==> src/rtl/rr_mux_arb_pkg.sv <==
// Shared types and helpers for the round-robin mux arbiter.
//   state_t : IDLE (no beat held) / BUSY (beat held, out_valid=1)
//   ptr_inc : wrap-around increment of the round-robin pointer
package rr_mux_arb_pkg;

  typedef enum logic {
    IDLE = 1'b0,
    BUSY = 1'b1
  } state_t;

  // Next search start after granting index p out of n requesters.
  function automatic int unsigned ptr_inc(input int unsigned p, input int unsigned n);
    return (p + 1 >= n) ? 0 : p + 1;
  endfunction

endpackage

==> src/rtl/rr_priority_pick.sv <==
// Combinational rotate-search: first set bit of req starting at ptr,
// wrapping N-1 -> 0.
// Ports:
//   req    [N-1:0]     request vector
//   ptr    [SEL_W-1:0] highest-priority index
//   any                at least one request
//   winner [SEL_W-1:0] selected index (0 when !any)
//   gnt    [N-1:0]     one-hot of winner (0 when !any)
module rr_priority_pick #(
  parameter int SEL_W = 4
) (
  input  logic [(2**SEL_W)-1:0] req,
  input  logic [SEL_W-1:0]      ptr,
  output logic                  any,
  output logic [SEL_W-1:0]      winner,
  output logic [(2**SEL_W)-1:0] gnt
);

  localparam int N = 2**SEL_W;

  logic [SEL_W-1:0] idx;

  // Scan from the farthest offset down to offset 0 so the nearest
  // requester (lowest offset from ptr) is the last write and wins.
  // SEL_W-bit addition wraps modulo N for free.
  always_comb begin
    any    = |req;
    winner = '0;
    gnt    = '0;
    idx    = '0;
    for (int k = N - 1; k >= 0; k--) begin
      idx = ptr + SEL_W'(k);
      if (req[idx]) winner = idx;
    end
    if (any) gnt[winner] = 1'b1;
  end

endmodule

==> src/rtl/rr_mux_arbiter.sv <==
// Round-robin arbiter sharing one valid/ready output among N = 2**SEL_W
// requesters; the winner's payload is captured through an N:1 select.
// Optional feature: define RR_MUX_LOCK_EN to add a lock input that lets
// the current owner be regranted (burst) without advancing the pointer.
// Ports:
//   clk, rst_n           clock, async active-low reset
//   req       [N-1:0]    level requests, held until granted
//   in_data   [N*DW-1:0] payloads, requester i at [i*DATA_W +: DATA_W]
//   lock      [N-1:0]    (RR_MUX_LOCK_EN only) burst lock per requester
//   gnt       [N-1:0]    one-hot, high in the capture cycle
//   out_valid/out_ready  downstream handshake
//   out_data  [DW-1:0]   captured payload
//   out_sel   [SW-1:0]   owner index of out_data
module rr_mux_arbiter
  import rr_mux_arb_pkg::*;
#(
  parameter int SEL_W  = 4,
  parameter int DATA_W = 8
) (
  input  logic                         clk,
  input  logic                         rst_n,
  input  logic [(2**SEL_W)-1:0]        req,
  input  logic [(2**SEL_W)*DATA_W-1:0] in_data,
`ifdef RR_MUX_LOCK_EN
  input  logic [(2**SEL_W)-1:0]        lock,
`endif
  output logic [(2**SEL_W)-1:0]        gnt,
  output logic                         out_valid,
  output logic [DATA_W-1:0]            out_data,
  output logic [SEL_W-1:0]             out_sel,
  input  logic                         out_ready
);

  localparam int N = 2**SEL_W;

  state_t           state, state_n;
  logic [SEL_W-1:0] ptr;
  logic             any;
  logic [SEL_W-1:0] rr_idx;
  logic [N-1:0]     rr_oh;
  logic             can_accept;
  logic             take;
  logic             regrant;
  logic [SEL_W-1:0] winner;
  logic [DATA_W-1:0] win_data;

  rr_priority_pick #(.SEL_W(SEL_W)) u_pick (
    .req    (req),
    .ptr    (ptr),
    .any    (any),
    .winner (rr_idx),
    .gnt    (rr_oh)
  );

  assign out_valid  = (state == BUSY);
  // A handshake frees the output register in the same cycle, so the next
  // winner can be captured without a bubble.
  assign can_accept = (state == IDLE) || (out_valid && out_ready);
  assign take       = can_accept && any;

`ifdef RR_MUX_LOCK_EN
  assign regrant = out_valid && lock[out_sel] && req[out_sel];
`else
  assign regrant = 1'b0;
`endif

  assign winner   = regrant ? out_sel : rr_idx;
  assign win_data = in_data[int'(winner)*DATA_W +: DATA_W];

  // rst_n gating keeps gnt low while reset is asserted even though
  // state is IDLE and requests may be present.
  always_comb begin
    gnt = '0;
    if (take && rst_n) begin
      gnt = rr_oh;
      if (regrant) begin
        gnt          = '0;
        gnt[out_sel] = 1'b1;
      end
    end
  end

  always_ff @(posedge clk or negedge rst_n) begin
    if (!rst_n) state <= IDLE;
    else        state <= state_n;
  end

  always_comb begin
    state_n = state;
    if (can_accept) state_n = any ? BUSY : IDLE;
  end

  // Capture registers; hold their last value when the output drains.
  always_ff @(posedge clk or negedge rst_n) begin
    if (!rst_n) begin
      ptr      <= '0;
      out_data <= '0;
      out_sel  <= '0;
    end else if (take) begin
      out_data <= win_data;
      out_sel  <= winner;
      // A locked regrant keeps the saved pointer for when the lock drops.
      if (!regrant) ptr <= SEL_W'(ptr_inc(32'(winner), N));
    end
  end

endmodule

==> config.mk <==
export PLATFORM = sky130hd
export DESIGN_NAME = rr_mux_arbiter
export DESIGN_NICKNAME = d
export VERILOG_FILES = /design/src/rtl/rr_mux_arb_pkg.sv /design/src/rtl/rr_priority_pick.sv /design/src/rtl/rr_mux_arbiter.sv
export SDC_FILE = /design/constraint.sdc
export NUM_CORES = 1
export LEC_CHECK = 0
export CORE_ASPECT_RATIO = 1.5
export CORE_MARGIN = 5
export CORE_UTILIZATION = 30
export CTS_CLUSTER_DIAMETER = 150
export CTS_CLUSTER_SIZE = 20
export DETAILED_ROUTE_END_ITERATION = 7
export HOLD_SLACK_MARGIN = 0.03
export PLACE_DENSITY = 0.69
export SETUP_SLACK_MARGIN = 0.2
export SYNTH_ARGS = -nofsm -noshare
export SYNTH_HDL_FRONTEND = slang
export SYNTH_SLANG_ARGS = --single-unit
export TNS_END_PERCENT = 50
==> constraint.sdc <==
create_clock -name clk -period 5.66 [get_ports clk]
set_clock_uncertainty 0.15 [all_clocks]
set_input_delay 0.566 -clock clk [delete_from_list [all_inputs] [get_ports clk]]
set_output_delay 0.566 -clock clk [all_outputs]
set_load 0.02 [all_outputs]
==> key figures <==
Status
  • Outcome: finished, final reports clean

Worst setup path
  • Reg2reg start: ptr[0]
  • Crit path largest cell delay: 0.62 ns
  • Reg2reg end: out_data[7]
  • Crit-path cells: inv_1 -> ha_1 -> buf_4 -> mux4_2 -> mux2_2 -> mux2i_4 -> a31oi_1 -> or4b_1 -> a31oi_1 -> or2_1 -> buf_4 -> nand2_1 -> nor2_1 -> clkdlybuf4s50_1
  • Worst setup path startpoint: ptr[0]
  • Critical Path AT: 4.71 ns
  • Critical Path End: gnt[8]
  • Startpoint Class: register
  • CP max-delay cell: clkdlybuf4s50_1
  • R2R setup slack: 0.58 ns
  • Critical Path Sink Type: primary output
  • Worst EP required: 4.94 ns
  • Critical path class: register to primary output
  • CP Max Fanout: 14
  • R2R cell count: 18

Global routing
  • Met2 Track Usage GR: 42.8%
  • First-pass GRT wire length: 28,800 um
  • Overflow after GRT: 0
  • Largest net degree at the start of global routing: 40
  • Gr busiest metal: met2
  • Met1 Usage GRT: 23.8%
  • GR Util met3: 3.01%
  • Number of global-route vias before repair: 5,304
  • GR Util All Layers: 22.2%
  • Initial antenna violation count: 0

Route
  • 1st-iter DRT viols: 322
  • DR pass1 iterations: 5
  • Vias per inst: 5.91
  • # DRC: 0
  • Per-cell routed wire length: 21.9 um
  • Vias: 5,106
  • Post-route ant nets: 0
  • Routed WL: 18,900 um

Layout
  • Final nets: 855
  • Layout fillers: 1,351
  • Multi-input gate area: 0.00357 mm^2
  • Fin cells: 864
  • Share of cells above drive strength 1: 13.2%
  • Register Area: 427 um^2
  • Area grow syn2layout: 52.0%
  • # diodes: 0

Synthesis
  • EDFF count, synth: 0
  • Yosys cell types: 67
  • Syn avg cell area: 8.11 um^2
  • Synth Register Bits: 17
  • Post-synthesis sequential area ratio: 10.2%
  • Syn_nets: 671
  • Synth area leaders: mux2i_1, dfrtp_1, mux4_2
  • Post-synth ARST share: 100%
  • Post-synth top cells: mux2i_1, nor2_1, nand2_1
  • Post-Synthesis Cells: 516
  • Synth area leader: mux2i_1
  • Synth top area share: 20.8%
  • Post-synth top flop: dfrtp_1
  • Most frequent cell after synthesis: mux2i_1
  • Yosys Warn Count: 0
  • Synthesized cell area: 0.00419 mm^2

Floorplanning
  • Die H: 155 um
  • Row count: 53
  • I/O Pins: 176
  • Core Region: 0.0139 mm^2
  • Overall die width: 106 um
  • Die area: 0.0165 mm^2
  • Initial Utilization: 30.2%

Worst hold path
  • Tightest Hold Check Type: register to register

Timing
  • Fin crit period: 5.43 ns
  • Final period util: 95.9%
  • Min Hold Slack: 0.329 ns
  • Setup TNS: 0 ns
  • Setup repair after global routing missed its margin: true
  • Slew Limit Headroom: 40.6%
  • Fin. Hold Viols: 0
  • # setup viols final: 0
  • Fmax: 184 MHz
  • Worst slew pin tran: 0.891 ns
  • Max Slew Vio Count: 0

CTS
  • Clock buffer depth: 2
  • CTS tree: done
  • Cts hold-fix bufs: 0
  • H-tree depth: 1
  • Root Buffer: clkbuf_16
  • TritonCTS Buffers: 3
  • Clk sinks: 17
  • Reg clk slew, reported paths: 0.05 ns
  • Worst-skew pair later-pin latency: 0.25 ns

Placement
  • DP HPWL: 15,900 um
  • Placed cells: 857
  • IO Port Bufs: 175
  • Gpl congestion: 0.952

Run
  • Max-Cap Viols: 0
-- placed cells by master, fill, tap and decap left out, types with 11 or more instances in the layout --
cell type	Yosys	routed
nand3_1	27	27
nand2_1	43	43
o221ai_1	13	13
dfrtp_1	17	16
a21oi_1	19	18
clkdlybuf4s50_1	0	162
nor2_1	55	55
o21ai_0	12	12
nor3_1	11	11
buf_4	5	35
a22oi_1	19	19
mux2i_1	87	86
mux4_2	18	18
mux2_2	16	16
a31oi_1	14	14
-- worst min-delay path by stage --
stage          startpoint           to  slack, ns  depth (start not counted)
2_1_floorplan       rst_n  out_data[0]       0.12                          0
3_3_place_gp   out_sel[3]   out_sel[3]       0.32                          2
3_5_place_dp   out_sel[1]   out_sel[1]       0.32                          2
4_1_cts        out_sel[1]   out_sel[1]       0.34                          2
5_1_grt        out_sel[1]   out_sel[1]       0.37                          2
6_report       out_sel[1]   out_sel[1]       0.33                          2
-- kinds of logic (layout without fill, tap and decap cells) --
| kind of cell | Yosys count | in the layout | synth area share [%] |
|---|---|---|---|
| simple gates | 187 | 187 | 21.3 |
| compound gates | 124 | 124 | 21.6 |
| mux | 123 | 123 | 35.9 |
| buf+inv | 41 | 224 | 5.14 |
| flops | 17 | 17 | 10.2 |
| xor+xnor | 16 | 16 | 3.53 |
| fa+ha+maj | 8 | 8 | 2.39 |
-- state kept, by name, summed over array words and instances (netlist names) --
register   count
out_sel        4
out_data       8
ptr            4
out_valid      1
-- timing repair --
item	in CTS	in global routing
buffers inserted	2	1
resized for setup	13	6
endpoints found under the hold margin	0	0
cloned	0	0
setup endpoints to repair	16	13
-- through the flow --
step	util [%]	area, um^2	setup WS [ns]
global placement	44.9	6230	0.117
CTS	45.8	6340	0.189
floorplan	-	4190	0.309
detailed placement	44.9	6230	0.167
global route	45.9	6360	0.0333
finish	45.9	6360	0.233
-- cell type report --
cell class / instances / share of cell area (%)
timing repair buffer: 211 / 32.1
sequential: 17 / 6.70
inverter: 9 / 0.570
multi-input combinational: 458 / 56.2
clock buffer: 4 / 1.24
tap: 165 / 3.24
-- worst max-delay path: cells and delay by family (launching register included) --
family,cells,cell delay [ns]
mux,3,1.22
buf+inv,4,1.21
compound gates,2,0.30
simple gates,4,0.98
flops,1,0.39
fa+ha+maj,1,0.35
-- metal layers --
layer  share of wire [%]  vias up
met2                  55      248
met5                   0        -
met3                 6.4       41
met1                  35     2437
met4                 4.1        0
li1                    -     2380
Power is not shown: default switching activity piles up to over one toggle a cycle in this logic, so the estimate is an artifact.
